===== config.mk =====
export PLATFORM = sky130hd
export DESIGN_NAME = cfg_chain_loader_flat
export DESIGN_NICKNAME = d
export VERILOG_FILES = /design/src/rtl/cfg_chain_loader_if.sv /design/src/rtl/cfg_chain_loader.sv /design/src/flat_wrapper.sv
export SDC_FILE = /design/constraint.sdc
export NUM_CORES = 1
export LEC_CHECK = 0
export BUFFER_PORTS_ARGS = -buffer_cell sky130_fd_sc_hd__buf_2
export CAP_MARGIN = 20
export CORE_MARGIN = 2
export CORE_UTILIZATION = 50
export CTS_CLUSTER_DIAMETER = 100
export DETAILED_ROUTE_END_ITERATION = 10
export PLACE_DENSITY = 0.76
export SYNTH_ARGS = -nofsm -noshare
export SYNTH_HDL_FRONTEND = slang
export SYNTH_SLANG_ARGS = --single-unit

===== constraint.sdc =====
create_clock -name prog_clk -period 5 [get_ports prog_clk]
set_input_delay 0.5 -clock prog_clk [delete_from_list [all_inputs] [get_ports prog_clk]]
set_output_delay 0.5 -clock prog_clk [all_outputs]
set_load 0.05 [all_outputs]

===== src/rtl/cfg_chain_loader_if.sv =====
// Configuration word stream from the host/config controller into the chain loader.
interface cfg_chain_loader_if;
  logic [31:0] s_data;
  logic        s_valid;
  logic        s_ready;

  modport master (output s_data, output s_valid, input s_ready);
  modport slave  (input s_data, input s_valid, output s_ready);
endinterface


===== src/rtl/cfg_chain_loader.sv =====
// Serialises 32-bit configuration words MSB-first onto a fabric row scan chain
// and folds the bits returned by the chain into a CRC-16 for readback.
//
// state     | meaning
// IDLE      | waiting for start; counters cleared
// WAIT_WORD | chain stalled, s_ready high until a word arrives
// SHIFT     | one chain bit per cycle from the shift register
// FINISH    | done pulse, back to IDLE
module cfg_chain_loader #(
  parameter int CHAIN_LEN = 1024
) (
  input  logic              prog_clk,
  input  logic              prog_rst_n,
  input  logic              start,
  input  logic              abort,
  cfg_chain_loader_if.slave s_if,
  output logic              cfg_in,
  output logic              cfg_en,
  input  logic              cfg_ret,
  output logic              busy,
  output logic              done,
  output logic [15:0]       rb_crc
);
  localparam int NWORDS = (CHAIN_LEN + 31) / 32;
  localparam int RBITS  = CHAIN_LEN - 32 * (NWORDS - 1);
  localparam int WW     = $clog2(NWORDS + 1);
  localparam logic [WW-1:0] NWORDS_W  = WW'(NWORDS);
  localparam logic [4:0]    LAST_BITS = 5'(RBITS - 1);

  typedef enum logic [1:0] {IDLE, WAIT_WORD, SHIFT, FINISH} state_t;

  state_t         state_q;
  logic [31:0]    shift_q;
  logic [4:0]     bcnt_q;
  logic [WW-1:0]  wleft_q;
  logic           cfg_in_q, cfg_en_q, busy_q, done_q;
  logic [15:0]    crc_q;
  logic [15:0]    crc_d;
  logic           rdy, hs, crc_fb;

  always_comb begin
    rdy    = !abort && ((state_q == WAIT_WORD) ||
                        (state_q == SHIFT && bcnt_q == 5'd0 && wleft_q != '0));
    hs     = rdy && s_if.s_valid;
    crc_fb = crc_q[15] ^ cfg_ret;
    crc_d  = {crc_q[14:0], 1'b0} ^ (crc_fb ? 16'h1021 : 16'h0000);
  end

  always_ff @(posedge prog_clk or negedge prog_rst_n) begin
    if (!prog_rst_n) begin
      state_q  <= IDLE;
      shift_q  <= '0;
      bcnt_q   <= '0;
      wleft_q  <= '0;
      cfg_in_q <= 1'b0;
      cfg_en_q <= 1'b0;
      busy_q   <= 1'b0;
      done_q   <= 1'b0;
      crc_q    <= 16'hFFFF;
    end else begin
      done_q <= 1'b0;
      // The chain shifts on every edge where cfg_en is high, including an abort edge.
      if (cfg_en_q) crc_q <= crc_d;

      if (abort && state_q != IDLE) begin
        state_q  <= IDLE;
        cfg_en_q <= 1'b0;
        cfg_in_q <= 1'b0;
        busy_q   <= 1'b0;
      end else if (hs) begin
        // First bit goes straight to cfg_in; the register holds the rest.
        state_q  <= SHIFT;
        cfg_in_q <= s_if.s_data[31];
        cfg_en_q <= 1'b1;
        shift_q  <= {s_if.s_data[30:0], 1'b0};
        bcnt_q   <= (wleft_q == WW'(1)) ? LAST_BITS : 5'd31;
        wleft_q  <= wleft_q - WW'(1);
      end else begin
        case (state_q)
          IDLE: begin
            bcnt_q  <= '0;
            wleft_q <= NWORDS_W;
            if (start) begin
              state_q <= WAIT_WORD;
              busy_q  <= 1'b1;
              crc_q   <= 16'hFFFF;
            end
          end
          WAIT_WORD: ;
          SHIFT: begin
            if (bcnt_q != 5'd0) begin
              bcnt_q   <= bcnt_q - 5'd1;
              cfg_in_q <= shift_q[31];
              shift_q  <= {shift_q[30:0], 1'b0};
            end else if (wleft_q == '0) begin
              state_q  <= FINISH;
              cfg_en_q <= 1'b0;
              cfg_in_q <= 1'b0;
              busy_q   <= 1'b0;
              done_q   <= 1'b1;
            end else begin
              state_q  <= WAIT_WORD;
              cfg_en_q <= 1'b0;
              cfg_in_q <= 1'b0;
            end
          end
          FINISH:  state_q <= IDLE;
          default: state_q <= IDLE;
        endcase
      end
    end
  end

  assign s_if.s_ready = rdy;
  assign cfg_in       = cfg_in_q;
  assign cfg_en       = cfg_en_q;
  assign busy         = busy_q;
  assign done         = done_q;
  assign rb_crc       = crc_q;
endmodule


===== src/flat_wrapper.sv =====
// flat-port wrapper written by rule: the top's interface ports become plain ports
module cfg_chain_loader_flat 
#(
  parameter int CHAIN_LEN = 1024
)
  (prog_clk, prog_rst_n, start, abort, cfg_in, cfg_en, cfg_ret, busy, done, rb_crc, s_if_s_data, s_if_s_valid, s_if_s_ready);
  cfg_chain_loader_if s_if_i ();
  input  logic prog_clk;
  input  logic prog_rst_n;
  input  logic start;
  input  logic abort;
  output logic cfg_in;
  output logic cfg_en;
  input  logic cfg_ret;
  output logic busy;
  output logic done;
  output logic [15:0] rb_crc;
  input wire logic [$bits(s_if_i.s_data)-1:0] s_if_s_data;
  input wire logic [$bits(s_if_i.s_valid)-1:0] s_if_s_valid;
  output wire logic [$bits(s_if_i.s_ready)-1:0] s_if_s_ready;
  assign s_if_i.s_data = s_if_s_data;
  assign s_if_i.s_valid = s_if_s_valid;
  assign s_if_s_ready = s_if_i.s_ready;
  cfg_chain_loader #(.CHAIN_LEN(CHAIN_LEN)) u_core (.prog_clk(prog_clk), .prog_rst_n(prog_rst_n), .start(start), .abort(abort), .s_if(s_if_i), .cfg_in(cfg_in), .cfg_en(cfg_en), .cfg_ret(cfg_ret), .busy(busy), .done(done), .rb_crc(rb_crc));
endmodule

==> impl_results.md <==
* Crit-path max FO at 13
* Non-Filler Instances at between 400 and 500
* Final Hold Viols at 0
* DR WL met2 at approximately 2700 µm
* CP arrival at ~2.3 ns
* Starting Density at between 50 and 60%
* GRT Overall Usage at a little under a fifth
* DP HPWL at ~3900 µm
* Cell Area, Synth at 3140 µm²
* Yosys warnings at 0
* Post-synth EDFFs at 0
* CTS Buffer Depth at 2
* Initial antenna violation count at 0
* Sequential fraction of design power at between 40% and 50%
* Area leader, netlist: dfrtp_1
* Setup Buffers After CTS at 0
* Netlist cell types at 42
* Die height at 83.3 µm
* Layout cell share with drive strength beyond 1 at 26.0%
* Vias in the first global route at roughly 2300
* Fillers at 542
* DR WL met3 at between 300 and 400 µm
* Top cell type's share of synthesized area at 38.2%
* Setup_tns at 0 ns
* Core Area at roughly 6000 µm²
* Final Core Density at about three fifths
* Synth Instances at about 300
* CP Capture Type: output port
* Relative slew slack at 34.4%
* Final antenna-violating net count at 0
* FFs w/ async S/R, synth at 100%
* Peak VDD IR at between 0.3 and 0.4 mV
* Die Width at approximately 83 µm
* Period utilisation layout at about 55%
* Top cells by area, synth: dfrtp_1 (38%), mux2i_1 (15%), dfstp_2 (13%)
* Total grt overflow at 0
* Mean post-synth cell area at just over 10 µm²
* Worst-Skew Late Latency at ~0.34 ns
* Reg2Reg Depth at 7
* Pre-Repair DR Iteration Count at 4
* Internal Pwr Total at between 0.001 and 0.0015 W
* Hold Buf Count CTS at 0
* R2R setup slack at roughly 2.3 ns
* Net Sw Frac at around two fifths
* #FFs+latches synth at 64
* Full die area at 6940 µm²
* Status: complete, no violations
* Vias at about 2300
* Ports at between 50 and 60
* Dominant synthesized flop cell: dfrtp_1
* Top post-synthesis cells by count: nand2_1 (59), dfrtp_1 (48), mux2i_1 (46)
* CP Class: flip-flop to output port
* Post-synth net total at between 300 and 400
* Sequential share of the synthesized area at roughly half
* CTS Sinks at 64
* # rows at 28
* DR top layer: met4
* Pre-CTS setup slack at about 1.9 ns
* Gate power share at about 42%
* Largest net degree at the start of global routing at 76
* First-pass GRT wire length at about 10000 µm
* Reg-to-reg startpoint: u_core.state_q[0]
* TritonCTS clock tree: done
* Worst hold margin at approximately 0.34 ns
* Root Buffer: clkbuf_8
* Initial drt markers at between 100 and 150
* Max-slew violation count at 0
* RSZ-0062 raised after global routing: no
* Port-buffer cells at 58
* Metal1 wirelength at about 2800 µm
* Placer Congestion at 0.876
* DR WL/cell at ~13 µm
* Routed wire length at 5860 µm
* Vias per Instance at 5.27
* Nets at about 410
* Clock transition at the registers of the reported paths at about 0.060 ns
* Diodes inserted at 0
* P_leak at 1.81 nW
* Area grow syn2layout at 15.6%
* Most common cell in the netlist: nand2_1
* Worst-Margin Slew at roughly 0.98 ns
* Psw at 0.000933 W
* Num CTS Buffers at 9
* Final setup violation count at 0
* Max Cap Violations at 0
* DRC viols at 0
* Worst Hold Class: input pin to async pin
* Clock Power Share at 16.8%
* Clock skew at about 0.013 ns
* Startpoint Class: flip-flop
* Placed cell count at 423
* Post-CTS Resized at 0
* P per Cell Area at approximately 600 nW/µm²
* Req. time, crit path at between 4 and 5 ns
* Setup ws final at about 2.3 ns
* Tmin final at 2.75 ns
* Worst r2r dst: u_core.shift_q[25]
* # H-tree levels at 3
* Maximum clock rate at 0.364 GHz
[stage by stage]
| step | power [W] | instance area [µm²] |
|---|---|---|
| after global routing | 0.00242 | 3630 |
| final | 0.00224 | 3630 |
| after detailed placement | 0.00187 | 3450 |
| after global placement | 0.00184 | 3450 |
| after floorplan | 0.00166 | 3140 |
| after CTS | 0.00225 | 3610 |
[state kept, by name, indices dropped and copies added (netlist names)]
register        flops
u_core.shift_q     31
u_core.cfg_in       1
u_core.cfg_en       1
u_core.rb_crc      16
u_core.state_q      2
u_core.bcnt_q       5
u_core.busy         1
u_core.wleft_q      6
u_core.done         1
[layout by cell type, fill, tap and decap left out, drive strengths merged, types with 3 or more instances in the layout]
master  netlist  final
a221o         3      3
buf          11     61
clkinv        0      4
inv           8      8
nand2        59     59
nand3         7      7
nor2b         4      4
dfrtp        48     48
mux2i        46     46
clkbuf        6     12
nor3          5      5
ha            8      8
nor2         13     13
dfstp        16     16
o21ai        38     38
[routing by layer]
layer	global-route usage, %	vias up
met3	5.17	6
li1	-	1161
met5	0	-
met2	28.7	63
met1	24.9	1088
met4	5.81	0
[cell type report]
| type | instances | area, µm² | share of cell area [%] |
|---|---|---|---|
| multi-input combinational | 216 | 1400 | 38.5 |
| clock inverter | 4 | 20.0 | 0.551 |
| inverter | 8 | 30.0 | 0.826 |
| clock buffer | 12 | 145 | 3.99 |
| tap | 75 | 93.8 | 2.58 |
| timing repair buffer | 61 | 325 | 8.95 |
| sequential | 64 | 1620 | 44.6 |
[power by group through the flow]
stage,Combinational [W],Clock [W],Sequential [W]
floorplan,0.000567,0,0.00109
global placement,0.000905,0,0.000930
detailed placement,0.000927,0,0.000943
CTS,0.000933,0.000384,0.000935
global route,0.00104,0.000414,0.000971
finish,0.000929,0.000375,0.000933
[cell families (layout without fill, tap and decap cells)]
kind of cell / count (synthesis) / in the layout / synth area share (%)
adder cells (fa/ha/maj): 8 / 8 / 3.18
flip-flops: 64 / 64 / 51.6
AND/OR/NAND/NOR: 100 / 100 / 14.2
AO/OA/AOI/OAI: 56 / 56 / 10.6
multiplexers: 48 / 48 / 15.4
buffers and inverters: 25 / 85 / 3.94
XOR/XNOR: 4 / 4 / 1.11
[how the worst max path moves through the flow]
stage                      startpoint            endpoint  slack, ns  cells past startpoint
floorplan           u_core.state_q[0]        s_if_s_ready       2.74                      6
CTS                 u_core.state_q[0]   u_core.wleft_q[2]       1.89                      7
global placement    u_core.state_q[0]   u_core.wleft_q[4]       2.07                      7
finish              u_core.state_q[0]        s_if_s_ready       2.25                      7
detailed placement  u_core.state_q[0]   u_core.wleft_q[4]       1.91                      7
global route        u_core.state_q[0]  u_core.shift_q[16]       1.99                      7
[critical path: stages, from the launching register on]
cell and delay [ns]:
dfrtp_1 0.41, inv_1 0.10, ha_1 0.42, nand3b_1 0.19, a211oi_1 0.35, nor2_1 0.10
nor2_1 0.09, buf_2 0.26
Note: power is estimated with default switching activity, not from simulation.
